File: src/rtl/instruction_fetch.sv
// rtl/instruction_fetch.sv - fetch sequencer between CPU core and instruction_medium
//
// Holds the program counter, requests one instruction at a time from the
// medium, waits SETTLE valid cycles for the BRAM pipeline to settle, then
// buffers {instruction, pc} in a DEPTH-entry FIFO that feeds decode.
//
// Ports:
//   clk_in, rst_in        clock, asynchronous active-high reset
//   mem_addr_out          fetch address to the medium (held between requests)
//   mem_ready_out         one-cycle request strobe to the medium
//   mem_instruction_in    instruction word from the medium
//   mem_valid_in          medium data valid
//   instr_out/instr_pc_out FIFO head instruction and its address
//   instr_valid_out       FIFO non-empty
//   instr_ready_in        decode accepts the head entry
//   jump_valid_in/jump_addr_in one-cycle redirect request and target
//   halt_in               level; blocks new requests while high
//   pc_out                address of the next instruction to request
module instruction_fetch #(
  parameter int ADDRS    = 256,
  parameter int OP_SIZE  = 8,
  parameter int SETTLE   = 3,
  parameter int DEPTH    = 2,
  parameter int RESET_PC = 0,
  localparam int ADDR_SIZE = $clog2(ADDRS)
) (
  input  logic                 clk_in,
  input  logic                 rst_in,
  output logic [ADDR_SIZE-1:0] mem_addr_out,
  output logic                 mem_ready_out,
  input  logic [OP_SIZE-1:0]   mem_instruction_in,
  input  logic                 mem_valid_in,
  output logic [OP_SIZE-1:0]   instr_out,
  output logic [ADDR_SIZE-1:0] instr_pc_out,
  output logic                 instr_valid_out,
  input  logic                 instr_ready_in,
  input  logic                 jump_valid_in,
  input  logic [ADDR_SIZE-1:0] jump_addr_in,
  input  logic                 halt_in,
  output logic [ADDR_SIZE-1:0] pc_out
);

  localparam int CW = (SETTLE > 1) ? $clog2(SETTLE) : 1;
  localparam int PW = (DEPTH > 1) ? $clog2(DEPTH) : 1;
  localparam int NW = $clog2(DEPTH + 1);
  localparam logic [ADDR_SIZE-1:0] PC0     = ADDR_SIZE'(RESET_PC);
  localparam logic [ADDR_SIZE-1:0] PC_LAST = ADDR_SIZE'(ADDRS - 1);
  localparam logic [CW-1:0]        CNT_LAST = CW'(SETTLE - 1);
  localparam logic [NW-1:0]        FULL     = NW'(DEPTH);

  typedef enum logic [1:0] {S_IDLE, S_REQ, S_WAIT} state_t;

  state_t                 state_q, state_d;
  logic [ADDR_SIZE-1:0]   pc_q, pc_d;
  logic [ADDR_SIZE-1:0]   addr_q;
  logic [CW-1:0]          cnt_q, cnt_d;
  logic [PW-1:0]          head_q, tail_q;
  logic [NW-1:0]          count_q, count_after;
  logic [OP_SIZE-1:0]     fifo_op [DEPTH];
  logic [ADDR_SIZE-1:0]   fifo_pc [DEPTH];

  logic pop, capture, push;

  function automatic logic [PW-1:0] ptr_inc(input logic [PW-1:0] p);
    return (p == PW'(DEPTH - 1)) ? '0 : p + 1'b1;
  endfunction

  assign pop     = (count_q != '0) && instr_ready_in;
  assign capture = (state_q == S_WAIT) && mem_valid_in && (cnt_q == CNT_LAST);
  // A jump discards the captured word; the full check never trips in normal
  // operation because a request is only issued with a free slot.
  assign push    = capture && !jump_valid_in && ((count_q < FULL) || pop);

  always_comb begin
    count_after = count_q;
    if (push) count_after = count_after + NW'(1);
    if (pop)  count_after = count_after - NW'(1);
  end

  always_comb begin
    state_d = state_q;
    pc_d    = pc_q;
    cnt_d   = cnt_q;
    unique case (state_q)
      S_IDLE: begin
        if ((count_q < FULL) && !halt_in) state_d = S_REQ;
      end
      S_REQ: begin
        cnt_d   = '0;
        state_d = S_WAIT;
      end
      S_WAIT: begin
        if (mem_valid_in) cnt_d = cnt_q + CW'(1);
        if (capture) begin
          pc_d    = (pc_q == PC_LAST) ? '0 : pc_q + 1'b1;
          state_d = ((count_after < FULL) && !halt_in) ? S_REQ : S_IDLE;
        end
      end
      default: state_d = S_IDLE;
    endcase
    if (jump_valid_in) begin
      state_d = S_IDLE;
      pc_d    = jump_addr_in;
      cnt_d   = '0;
    end
  end

  always_ff @(posedge clk_in or posedge rst_in) begin
    if (rst_in) begin
      state_q <= S_IDLE;
      pc_q    <= PC0;
      addr_q  <= PC0;
      cnt_q   <= '0;
      head_q  <= '0;
      tail_q  <= '0;
      count_q <= '0;
      for (int i = 0; i < DEPTH; i++) begin
        fifo_op[i] <= '0;
        fifo_pc[i] <= '0;
      end
    end else begin
      state_q <= state_d;
      pc_q    <= pc_d;
      cnt_q   <= cnt_d;
      // Load the address as the request is entered so mem_addr_out is a
      // plain register and stays put until the next request.
      if (state_d == S_REQ) addr_q <= pc_d;
      if (jump_valid_in) begin
        head_q  <= '0;
        tail_q  <= '0;
        count_q <= '0;
      end else begin
        if (push) begin
          fifo_op[tail_q] <= mem_instruction_in;
          fifo_pc[tail_q] <= pc_q;
          tail_q          <= ptr_inc(tail_q);
        end
        if (pop) head_q <= ptr_inc(head_q);
        count_q <= count_after;
      end
    end
  end

  assign mem_ready_out   = (state_q == S_REQ);
  assign mem_addr_out    = addr_q;
  assign instr_out       = fifo_op[head_q];
  assign instr_pc_out    = fifo_pc[head_q];
  assign instr_valid_out = (count_q != '0);
  assign pc_out          = pc_q;

endmodule

File: config.mk
export PLATFORM = sky130hd
export DESIGN_NAME = instruction_fetch
export DESIGN_NICKNAME = d
export VERILOG_FILES = /design/src/rtl/instruction_fetch.sv
export SDC_FILE = /design/constraint.sdc
export NUM_CORES = 1
export LEC_CHECK = 0
export ABC_AREA = 1
export CORE_MARGIN = 10
export CORE_UTILIZATION = 62
export DETAILED_ROUTE_END_ITERATION = 7
export DONT_BUFFER_PORTS = 1
export HOLD_SLACK_MARGIN = 0.1
export PLACE_DENSITY = 0.78
export SLEW_MARGIN = 10
export SYNTH_ARGS = -nofsm -noshare
export SYNTH_HDL_FRONTEND = slang
export SYNTH_SLANG_ARGS = --single-unit
File: constraint.sdc
create_clock -name clk_in -period 2.2 [get_ports clk_in]
set_input_delay 0.55 -clock clk_in [delete_from_list [all_inputs] [get_ports clk_in]]
set_output_delay 0.55 -clock clk_in [all_outputs]
set_load 0.01 [all_outputs]
==> metrics <==
largest family of logic cells by synthesized area simple AND/OR/NAND/NOR gates; number of global-route vias before repair about 1,900; core outline area just over 0.004 mm2; most used cell, CP nand2_1; HP Class in -> async; initial antenna violation count 0; Cell variety after synth 27; CTS tree yes; Crit path max-delay family simple AND/OR/NAND/NOR gates; synthesized net count approximately 320; worst-path cell chain inv_1 > ha_1 > inv_1 > nand2_1 > a21oi_2 > nand2_2 > nand2_1 > nand2_1 > inv_1 > nand2_1 > nand2_2 > nand2_2 > nand2_4 > nand2_4 > nand2_1 > nand2_1; data required time of the worst path 2410 ps; compound-cell area share of the yosys netlist about a tenth; crit path kind reg -> reg; CTS Root Cell clkbuf_8; CP max stage cell dfrtp_1; R2R depth 16; DPL Wire Length 4034 um; # rows 23; leakage power approximately 1.4 nW; largest net degree at the start of global routing 39; initial DRC count ~140; Post-Synth XOR/XNOR Area 0.6641%; Slew @ Worst Pin 428.4 ps; Post-Syn Instances approximately 300; Initial Util approximately 65%; wire length of the first global-routing pass 9232 um; CTS sink cnt between 50 and 60; die area a little over 0.007 mm2; Slew Viols, Final 0; chip height between 80 and 90 um; post-synth top area share 53.13%; area leader, netlist dfrtp_1; Yosys warnings 0; Die W 85.23 um; Setup TNS 0 ps; adder-cell share of the synthesized area ~1.4%; Worst setup EP type flop; CP Launch Type flop; Final Core Density between 60% and 70%; syn_area_per_cell ~9 um2; CP Max Fanout 9; CP max stage delay between 300 and 400 ps; fill count ~330; routability cong. 0.8338; share of cells above drive strength 1 between 15 and 20%; Hold-fix buffers, CTS 0; PD cells between 600 and 700 mW/mm2; Seq/Total Area, Yosys approximately 53%; Netlist Area Pre-Place around 0.0026 mm2; mux cell area share after synthesis 6.831%; clk_skew 8.398 ps; routed len/inst around 16 um; DRC 0; vias per inst ~5.5; Final #Nets approximately 330; hold_ws 107.1 ps; DRT Pass-1 Iters 4; outcome finished, final reports clean; Stages on worst setup path 16; Final Routed Wirelength around 5500 um; TritonCTS buffer count 5; Max-Cap Viols 0; maximum vdd ir drop about 0.00045 V; min Tclk post-route between 2000 and 2500 ps; Port-buffer cells 0; period utilization between 90% and 100%; setup violators final 0; DRT antenna net count 0; crit path DAT ~2200 ps; Synth area leaders dfrtp_1, nand2_1, mux2_2, nand3_1, o21ai_0; clk_lat worst skew about 320 ps; f_max about 0.5 GHz; Total GRT Usage between 15 and 20%; final hold violation count 0; via count between 1,500 and 2,000; post-synthesis simple-gate area fraction around a fifth; Yosys reg bits 56; area grow syn2layout 7.448%; H-tree depth 2; clk slew on worst S/H paths 100 ps; GR Overflow Total 0; Ports 56; Buf/Inv on CP 3; Antenna Cells 0; max_slew headroom a little under three quarters; clock buffer depth 2
## final timing paths
check	startpoint	to	slack (ps)
setup / recovery	count_q[0]$_DFF_PP0_	mem_addr_out[7]$_DFFE_PP0N_	180
hold / removal	rst_in	count_q[0]$_DFF_PP0_	110
setup reg to reg	count_q[0]$_DFF_PP0_	mem_addr_out[7]$_DFFE_PP0N_	180
hold reg to reg	head_q$_DFFE_PP0P_	head_q$_DFFE_PP0P_	460
max in group asynchronous	rst_in	fifo_op[1]$_DFFE_PP0P_	1560
min in group clk_in	jump_valid_in	count_q[1]$_DFF_PP0_	290
## registers in the layout (all words and copies together), names as in the netlist
name	cells
fifo_op	16
mem_addr_out	8
pc_out	8
fifo_pc	16
tail_q	1
cnt_q	2
count_q	2
state_q	2
head_q	1
## final cells by class
type                    count  area (um2)  share of cell area, %
multi-input cells         199        1067                  37.66
well taps                  50       62.56                  2.208
clock buffers               5       68.82                  2.428
inverters                  29       110.1                  3.885
flip-flops and latches     56        1403                  49.49
clock inverters             3       22.52                 0.7947
repair buffers             10       100.1                  3.532
## layer usage
metal,track usage (%),up-vias,share of wire (%)
li1,-,969,-
met1,18.56,903,43
met2,23.37,52,46
met3,7.457,8,9.7
met4,4.940,0,1.2
met5,0,-,0
## cells in the mapped netlist (all sizes together)
master  instances
o32ai           1
nor2           11
clkbuf          8
nand3          23
xor2            2
dfrtp          56
o21bai          1
clkinv          1
a22o            1
or2             1
nand4           4
nor3            2
o21ai          40
a21oi           8
mux2           16
inv            28
buf             5
nand2          86
ha              3
## layout by cell type (no fill, tap or decap), types with 5 or more instances in the layout
cell	Yosys	final
nand2_1	82	81
dfrtp_1	56	55
inv_1	27	26
nand3_1	22	22
o21ai_0	21	21
o21ai_1	19	19
mux2_2	16	16
nor2_1	11	11
buf_4	0	8
a21oi_1	7	7
clkbuf_8	0	5
## worst register-to-register path, delay by kind of cell (launching register included)
kind	cells	cell delay, ps
and+or+nand+nor	11	910
DFF	1	380
AOI/OAI and AO/OA	1	260
buffers and inverters	3	190
adders and majority gates	1	190
## logic make-up (layout without fill, tap and decap cells)
family	count (synthesis)	after routing
simple gates	127	127
flops	56	56
mux	16	16
xor+xnor	2	2
buf+inv	42	47
fa+ha+maj	3	3
compound gates	51	51
## stage by stage
stage               power [W]  cell area [um2]  worst slack, ps  std cells
floorplan            0.001262             2638            278.7        297
global placement     0.001308             2716            183.7        341
detailed placement   0.001313             2716            160.2        341
CTS                  0.001879             2808            141.8        349
global route         0.001939             2834           -23.28        352
finish               0.001856             2834            185.0        352
## timing repair
item                                   in CTS  in global routing
gates resized for setup                     0                  2
setup endpoints to repair                   0                  8
setup buffers                               0                  3
endpoints found under the hold margin       0                  0
## power by group
part	switching (W)	internal [W]
clock network	0.000338	0.000229
logic	0.0000987	0.0000472
registers	0.0000679	0.00108
total	0.000505	0.00135
(Power assumes the default switching activity.)
